**config.mk**
```make
export PLATFORM = sky130hd
export DESIGN_NAME = tag_skid_buffer_flat
export DESIGN_NICKNAME = d
export VERILOG_FILES = /design/src/rtl/tag_skid_buffer_pkg.sv /design/src/rtl/tag_skid_buffer_if.sv /design/src/rtl/tag_skid_buffer_pipe_reg_en.sv /design/src/rtl/tag_skid_buffer.sv /design/src/flat_wrapper.sv
export SDC_FILE = /design/constraint.sdc
export NUM_CORES = 1
export LEC_CHECK = 0
export BUFFER_PORTS_ARGS = -buffer_cell sky130_fd_sc_hd__clkbuf_2
export CAP_MARGIN = 40
export CORE_MARGIN = 2
export CORE_UTILIZATION = 47
export DETAILED_ROUTE_END_ITERATION = 10
export PLACE_DENSITY = 0.75
export RECOVER_POWER = 50
export SLEW_MARGIN = 0
export SYNTH_ARGS = -nofsm -noshare
export SYNTH_HDL_FRONTEND = slang
export SYNTH_HIERARCHICAL = 1
export SYNTH_SLANG_ARGS = --single-unit
```
**constraint.sdc**
```tcl
create_clock -name clk -period 1.6 [get_ports clk]
set_input_delay 0.08 -clock clk [delete_from_list [all_inputs] [get_ports clk]]
set_output_delay 0.08 -clock clk [all_outputs]
set_load 0.005 [all_outputs]
```
**src/rtl/tag_skid_buffer_pkg.sv**
```systemverilog
// Shared types for the tag pipeline: skid buffer state and physical tag width.
// State encoding doubles as the occupancy count.
package pipe_pkg;
  localparam int TAG_W = 5;

  typedef enum logic [1:0] {
    EMPTY = 2'd0,
    ONE   = 2'd1,
    FULL  = 2'd2
  } skid_state_t;
endpackage

```
**src/rtl/tag_skid_buffer_if.sv**
```systemverilog
// Valid/ready handshake bundle for both sides of the tag skid buffer.
// The buffer itself uses the slave modport; its environment uses master.
interface tag_skid_buffer_if
  import pipe_pkg::*;
#(
  parameter int WIDTH = TAG_W
);
  logic             in_valid;
  logic [WIDTH-1:0] in_data;
  logic             in_ready;
  logic             out_valid;
  logic [WIDTH-1:0] out_data;
  logic             out_ready;

  modport slave (
    input  in_valid, in_data, out_ready,
    output in_ready, out_valid, out_data
  );

  modport master (
    output in_valid, in_data, out_ready,
    input  in_ready, out_valid, out_data
  );
endinterface

```
**src/rtl/tag_skid_buffer_pipe_reg_en.sv**
```systemverilog
// WIDTH-bit register with async active-low reset, synchronous clear and load enable.
// Clear wins over enable so a flush always empties the slot.
module pipe_reg_en
  import pipe_pkg::*;
#(
  parameter int WIDTH = TAG_W
) (
  input  logic             i_clk,
  input  logic             i_rst_n,
  input  logic             i_clr,
  input  logic             i_en,
  input  logic [WIDTH-1:0] i_d,
  output logic [WIDTH-1:0] o_q
);
  logic [WIDTH-1:0] r_q;

  always_ff @(posedge i_clk or negedge i_rst_n) begin
    if (!i_rst_n) begin
      r_q <= '0;
    end else if (i_clr) begin
      r_q <= '0;
    end else if (i_en) begin
      r_q <= i_d;
    end
  end

  assign o_q = r_q;
endmodule

```
**src/rtl/tag_skid_buffer.sv**
```systemverilog
// Two-entry skid buffer for physical register tags with registered in_ready,
// flush squash, occupancy export and a saturating stall-cycle counter.
module tag_skid_buffer
  import pipe_pkg::*;
#(
  parameter int WIDTH = TAG_W,
  parameter int CNT_W = 16
) (
  input  logic               clk,
  input  logic               reset,
  input  logic               flush,
  tag_skid_buffer_if.slave   bus,
  output logic [1:0]         occupancy,
  output logic [CNT_W-1:0]   stall_cycles
);
  skid_state_t      r_state;
  skid_state_t      w_state_nxt;
  logic             w_push;
  logic             w_pop;
  logic             w_main_en;
  logic             w_skid_en;
  logic [WIDTH-1:0] w_main_d;
  logic [WIDTH-1:0] w_main_q;
  logic [WIDTH-1:0] w_skid_q;
  logic [CNT_W-1:0] r_stall;

  // in_ready depends only on the state register, never on out_ready.
  assign bus.in_ready  = (r_state != FULL);
  assign bus.out_valid = (r_state != EMPTY);
  assign bus.out_data  = w_main_q;
  assign occupancy     = r_state;
  assign stall_cycles  = r_stall;

  assign w_push = bus.in_valid & bus.in_ready;
  assign w_pop  = bus.out_valid & bus.out_ready;

  always_ff @(posedge clk or negedge reset) begin
    if (!reset) begin
      r_state <= EMPTY;
    end else begin
      r_state <= w_state_nxt;
    end
  end

  always_comb begin
    w_state_nxt = r_state;
    w_main_en   = 1'b0;
    w_skid_en   = 1'b0;
    w_main_d    = bus.in_data;
    if (flush) begin
      w_state_nxt = EMPTY;
    end else begin
      unique case (r_state)
        EMPTY: begin
          if (w_push) begin
            w_state_nxt = ONE;
            w_main_en   = 1'b1;
          end
        end
        ONE: begin
          if (w_push && w_pop) begin
            w_main_en = 1'b1;
          end else if (w_push) begin
            w_state_nxt = FULL;
            w_skid_en   = 1'b1;
          end else if (w_pop) begin
            w_state_nxt = EMPTY;
          end
        end
        FULL: begin
          // Skid entry is older than anything upstream, so it refills main.
          if (w_pop) begin
            w_state_nxt = ONE;
            w_main_en   = 1'b1;
            w_main_d    = w_skid_q;
          end
        end
        default: w_state_nxt = EMPTY;
      endcase
    end
  end

  pipe_reg_en #(.WIDTH(WIDTH)) u_main (
    .i_clk   (clk),
    .i_rst_n (reset),
    .i_clr   (flush),
    .i_en    (w_main_en),
    .i_d     (w_main_d),
    .o_q     (w_main_q)
  );

  pipe_reg_en #(.WIDTH(WIDTH)) u_skid (
    .i_clk   (clk),
    .i_rst_n (reset),
    .i_clr   (flush),
    .i_en    (w_skid_en),
    .i_d     (bus.in_data),
    .o_q     (w_skid_q)
  );

  // Flush deliberately does not touch the counter; only reset clears it.
  always_ff @(posedge clk or negedge reset) begin
    if (!reset) begin
      r_stall <= '0;
    end else if (bus.in_valid && !bus.in_ready && (r_stall != '1)) begin
      r_stall <= r_stall + CNT_W'(1);
    end
  end
endmodule

```
**src/flat_wrapper.sv**
```systemverilog
// flat-port wrapper written by rule: the top's interface ports become plain ports
module tag_skid_buffer_flat import pipe_pkg::*;
#(
  parameter int WIDTH = TAG_W,
  parameter int CNT_W = 16
)
  (clk, reset, flush, occupancy, stall_cycles, bus_in_valid, bus_in_data, bus_out_ready, bus_in_ready, bus_out_valid, bus_out_data);
  tag_skid_buffer_if #(.WIDTH(WIDTH)) bus_i ();
  input  logic clk;
  input  logic reset;
  input  logic flush;
  output logic [1:0] occupancy;
  output logic [CNT_W-1:0] stall_cycles;
  input wire logic [$bits(bus_i.in_valid)-1:0] bus_in_valid;
  input wire logic [$bits(bus_i.in_data)-1:0] bus_in_data;
  input wire logic [$bits(bus_i.out_ready)-1:0] bus_out_ready;
  output wire logic [$bits(bus_i.in_ready)-1:0] bus_in_ready;
  output wire logic [$bits(bus_i.out_valid)-1:0] bus_out_valid;
  output wire logic [$bits(bus_i.out_data)-1:0] bus_out_data;
  assign bus_i.in_valid = bus_in_valid;
  assign bus_i.in_data = bus_in_data;
  assign bus_i.out_ready = bus_out_ready;
  assign bus_in_ready = bus_i.in_ready;
  assign bus_out_valid = bus_i.out_valid;
  assign bus_out_data = bus_i.out_data;
  tag_skid_buffer #(.WIDTH(WIDTH), .CNT_W(CNT_W)) u_core (.clk(clk), .reset(reset), .flush(flush), .bus(bus_i), .occupancy(occupancy), .stall_cycles(stall_cycles));
endmodule
```
Word level (Yosys, flattened, before mapping)
Cells that the tools add are included.

storage, ports and cells
  memory bits (writable) = 0
  word-level logic and storage cells = 45
  input port bits = 10
  memories = 0
  flip-flop bits (word level) = 28
  output and inout bits = 25
  latch bits = 0
  ROM bits = 0

cells by class
  shift-type cells = 0
  mux-type cells = 21
  order comparisons = 0
  multipliers = 0
  bitwise logic cells = 2
  divide/modulo/power cells = 0
  equal/unequal tests = 8
  reductions and logical operators = 9
  $add $sub $neg = 1

operators by type and width
  operator                                                          number
  5-bit two-way mux                                                 6
  16-bit by 1-bit adder with 16-bit output (second input constant)  1
  16-bit != test (second input constant)                            1
  2-bit two-way mux                                                 6
  1-bit two-way mux                                                 7
  3-bit by 2-bit != test with 1-bit output (second input constant)  2
  2-bit case mux with 3 select lines                                1
  2-bit nonzero test                                                3
  4-bit by 2-bit != test with 1-bit output (second input constant)  1
  4-bit AND reduction                                               1
  1-bit logical AND                                                 3
  3-bit != test (second input constant)                             1
  1-bit case mux with 3 select lines                                1
  1-bit bitwise AND                                                 2
  2-bit by 1-bit == test with 1-bit output (second input constant)  1
  2-bit == test (second input constant)                             1
  2-bit zero test                                                   1
  2-bit != test (second input constant)                             1
  1-bit zero test                                                   1

Depth between registers and ports, before layout
  word-level depth = 8
  gate-level depth with buffers = 6
  depth with buffers taken out = 5

By module
Netlist, hierarchy kept.

by module, submodules not included
  module           cells each  area an instance (µm²)  times used
  tag_skid_buffer  93          968.4                   1
  pipe_reg_en      16          205.2                   2

Least setup slack after synthesis
OpenSTA, ideal clock, no wires.

  path kind = register -> register
  start point = reg u_core.r_stall[0], in the netlist u_core/stall_cycles[0]
  end point = reg u_core.r_stall[6], in the netlist u_core/stall_cycles[6]
  arrival time = 1.617 ns
  path slack = -0.143 ns
  clock period less this slack = 1.743 ns
  stages on the path, launching flop included = 6
  setup time = 0.126 ns
  path buffers = 0
  required time = 1.474 ns
  cells stage by stage = dfrtp_1 > ha_1 > nand4_2 > o41a_1 > and3_1 > xor2_1

between the ends
  cells in the longest elaborated chain, start to end = 2
  elaborated cells between the ends (all ways) = 3
  those cells by class = add/sub: 1; eq/ne: 1; reduce/logical: 1

ends and longest elaborated chain
  what                                                                                              line                    text
  from (decl)                                                                                       tag_skid_buffer.sv:25   logic [CNT_W-1:0] r_stall;
  from (signal assigned)                                                                            tag_skid_buffer.sv:106  r_stall <= r_stall + CNT_W'(1);
  parallel branches: the longest is 2 deep, another holds 16-bit by 1-bit adder with 16-bit output  n/a

Several ways; the timed one is not identified.
A chain may end at the register's enable or synchronous reset.

Final worst setup path
  start point = reg u_core.r_stall[0], in the netlist u_core/stall_cycles[0]
  end point = reg u_core.r_stall[7], in the netlist u_core/stall_cycles[7]

The elaborated chain is that of the path after synthesis.

==> summary.txt <==
Outcome
  • Status: finished clean

Layout
  • Layout area overhead: 41.6%
  • Post-route cell area: 1950 um2
  • Fillers: 211
  • # diodes: 0
  • Layout Utilization: 70.2%
  • Final Net Count: 207
  • Layout cells sized above 1: 44.6%

Setup path
  • Critical path class: reg2reg
  • Critical path buffers and inverters: 1
  • Slowest CP cell: dfrtp_1
  • Crit path largest cell delay: 0.39 ns
  • Stages on the worst setup path: 6
  • Reg-to-Reg Start: u_core/stall_cycles[0]
  • Crit path required time: 1.82 ns
  • Internal reg-to-reg setup slack: 0.03 ns
  • Worst R2R Path Depth: 6
  • Top delay family on crit path: flip-flops
  • CP endpoint: u_core/stall_cycles[7]
  • Crit-path cells: ha_2 -> nand4_4 -> o41ai_4 -> buf_6 -> nor3_1 -> xor2_1
  • Critical Path AT: 1.79 ns
  • Crit path from: u_core/stall_cycles[0]
  • Crit start category: flop
  • Worst-path maximum fanout: 7
  • Endpoint type of the worst setup path: flop
  • Worst reg2reg path endpoint: u_core/stall_cycles[7]

Clocking
  • CTS clock-pin slew for the worst setup and hold paths: 0.16 ns
  • CTS Root Cell: clkbuf_4
  • Worst-skew pair later-pin latency: 0.34 ns
  • H-tree depth: 1
  • TritonCTS sink count: 28
  • TritonCTS clock tree: yes
  • Num CTS Buffers: 3
  • Longest Clk Path Bufs: 2

Detailed routing
  • Met1 wire length: 1.38 mm
  • Drt drc: 0
  • Initial DRC count: 56
  • Routed wl met2: 1.55 mm
  • Final WL: 3.13 mm
  • Mean routed wirelength per cell: 13.8 um
  • DR vias: 1,177
  • Met3 routed WL: 133 um
  • Vias/cell: 5.21
  • Top sig layer: met4
  • Antenna Nets Post-Route: 0
  • DRT Pass-1 Iters: 4

Placed design
  • RePlAce Congestion: 0.796
  • Detailed placement HPWL: 2.16 mm
  • PortBufs: 34
  • Post-DP Area: 1730 um2

Die
  • Initial Utilization: 49.6%
  • Die Wd: 58.2 um
  • Area of the core: 2780 um2
  • Chip Height: 58.2 um
  • Top-level I/O count: 35
  • Site row count: 19
  • Die ar.: 3380 um2

Logic synthesis
  • Synth unique cells: 26
  • Top post-synthesis cells by count: 28 x dfrtp_1, 17 x nand2_1, 13 x nor2_1
  • Synth area leaders: dfrtp_1 51%, mux2i_1 7.3%, xor2_1 5.1%, nand2_1 4.6%, xnor2_1 4.4%
  • Area share of the largest cell type after synthesis: 50.8%
  • Yosys warning count: 6
  • Syn nets: 136
  • XOR/XNOR Fraction of Synth Area: 9.53%
  • Post-synth top flop: dfrtp_1
  • Syn Std Cell Area: 1380 um2
  • Synth area leader: dfrtp_1
  • Synth Register Bits: 28
  • Count leader, synth: dfrtp_1
  • Post-synthesis sequential area ratio: 50.8%
  • Synth Area in Simple Gates: 20.6%
  • Main combinational cell family by area after synthesis: simple AND/OR/NAND/NOR gates
  • Multiplexer area fraction after synthesis: 11.3%
  • Async set or reset register ratio after synthesis: 100%
  • Synth Area in Compound Gates: 5.17%
  • Gate Count Post-Synth: 125
  • Synth Area in Adders: 0.907%
  • Post-synth EDFFs: 0
  • Average size of a mapped cell: 11.0 um2

STA
  • Final Max Slew Viols: 0
  • Max Fclk: 0.637 GHz
  • Worst clock skew: 0.00832 ns
  • Least-Margin Pin Slew: 0.676 ns
  • Final Cycle Share: 98.1%
  • Relative slew slack: 55.0%
  • RSZ-0062 raised after global routing: yes
  • Hold Fails Final Rpt: 0
  • # setup viols final: 0
  • Min Tclk post-route: 1.57 ns

GRT
  • Largest net degree at the start of global routing: 29
  • Initial antenna violation count: 0
  • First-pass GRT wire length: 5.02 mm
  • Overflow after GRT: 0
  • GRT Total Usage: 19.7%
  • Vias in the first global route: 1,087

Power
  • Reg power frac: 50.8%
  • Psw: 0.368 mW
  • Highest ir drop seen on vdd: 0.777 mV
  • Sw Share: 24.2%
  • Pleak: 1.01 nW
  • Clock Power Share: 31.1%
  • Internal power: 1.15 mW
  • Tot Pwr: 1.52 mW
  • Comb pwr share: 18.2%
  • Pwr/cell area: 778 nW/um2

Hold path
  • HP Class: in2reg
  • Worst hold stages: 3

Job
  • Max Cap Violations: 0
sequential cells by signal, indices dropped and copies added (netlist names):
| register | flops |
|---|---|
| u_core/occupancy | 2 |
| u_core/stall_cycles | 16 |
| u_core/u_skid/o_q | 5 |
| u_core/u_main/o_q | 5 |
through the flow:
| step | cells | setup TNS [ns] | hold slack [ns] | worst slack, ns |
|---|---|---|---|---|
| after global routing | 226 | -0.433 | 0.00504 | -0.0569 |
| final | 226 | 0 | 0.0138 | 0.0299 |
| after detailed placement | 210 | 0 | 0.160 | 0.00288 |
| after floorplan | 125 | -0.0319 | -0.216 | -0.0319 |
| after global placement | 210 | 0 | 0.140 | 0.0766 |
| after CTS | 223 | 0 | 0.00545 | 0.00865 |
timing repair:
| item | CTS | global route |
|---|---|---|
| resized for setup | 2 | 14 |
| setup endpoints to repair | 12 | 20 |
| hold buffers | 5 | 0 |
| endpoints found under the hold margin | 32 | 0 |
| setup buffers | 4 | 3 |
| pin swaps | 1 | 1 |
logic make-up after synthesis:
kind of cell    after synthesis
compound gates                7
xor+xnor                     15
fa+ha+maj                     1
buf+inv                       2
flops                        28
mux                          15
simple gates                 57
worst min path at each step:
| stage | startpoint | to | slack (ns) |
|---|---|---|---|
| 2_1_floorplan | reset | u_core/occupancy[0] | -0.22 |
| 3_3_place_gp | reset | u_core/stall_cycles[6] | 0.14 |
| 4_1_cts | bus_in_data[0] | u_core/u_skid/o_q[0] | 0.005 |
| 3_5_place_dp | reset | u_core/stall_cycles[6] | 0.16 |
| 6_report | bus_in_data[4] | u_core/u_skid/o_q[4] | 0.01 |
| 5_1_grt | bus_in_data[4] | u_core/u_skid/o_q[4] | 0.005 |
cell type report:
type                       count  area (um2)  share of cell area, %
sequential                    28         704                   36.1
timing repair buffer          68         445                   22.8
tap                           31        38.8                   1.99
multi-input combinational     95         711                   36.4
clock buffer                   3        22.5                   1.15
clock inverter                 1        30.0                   1.54
power by group through the flow:
stage	registers [mW]	clock network (mW)	logic, mW
after floorplan	0.792	0	0.0874
after global placement	0.784	0	0.200
after detailed placement	0.790	0	0.213
after CTS	0.770	0.482	0.263
final	0.771	0.472	0.276
after global routing	0.778	0.499	0.304
metal layers:
metal,vias to the layer above,GRT usage [%]
met5,-,0
met4,0,8.97
met3,6,2.23
met2,33,32.6
met1,558,26.1
li1,580,-
cells in the final DEF (no fill, tap or decap), types with 3 or more instances in the layout:
cell           instances
nand2_1               17
xor2_1                 8
dfrtp_2                3
and3_1                 4
nor2_1                13
nor3_1                 3
nor3_2                 3
mux2_2                 5
xnor2_1                7
mux2i_1                9
clkbuf_4               3
dfrtp_1               25
dlygate4sd3_1          5
clkbuf_2              34
buf_4                 27
nand4_1                5
worst min-delay path, cell delays in order:
cell      delay, ns
clkbuf_2       0.08
mux2i_1        0.07
nor2_1         0.09
No activity file was read; power rests on OpenSTA's default activity.
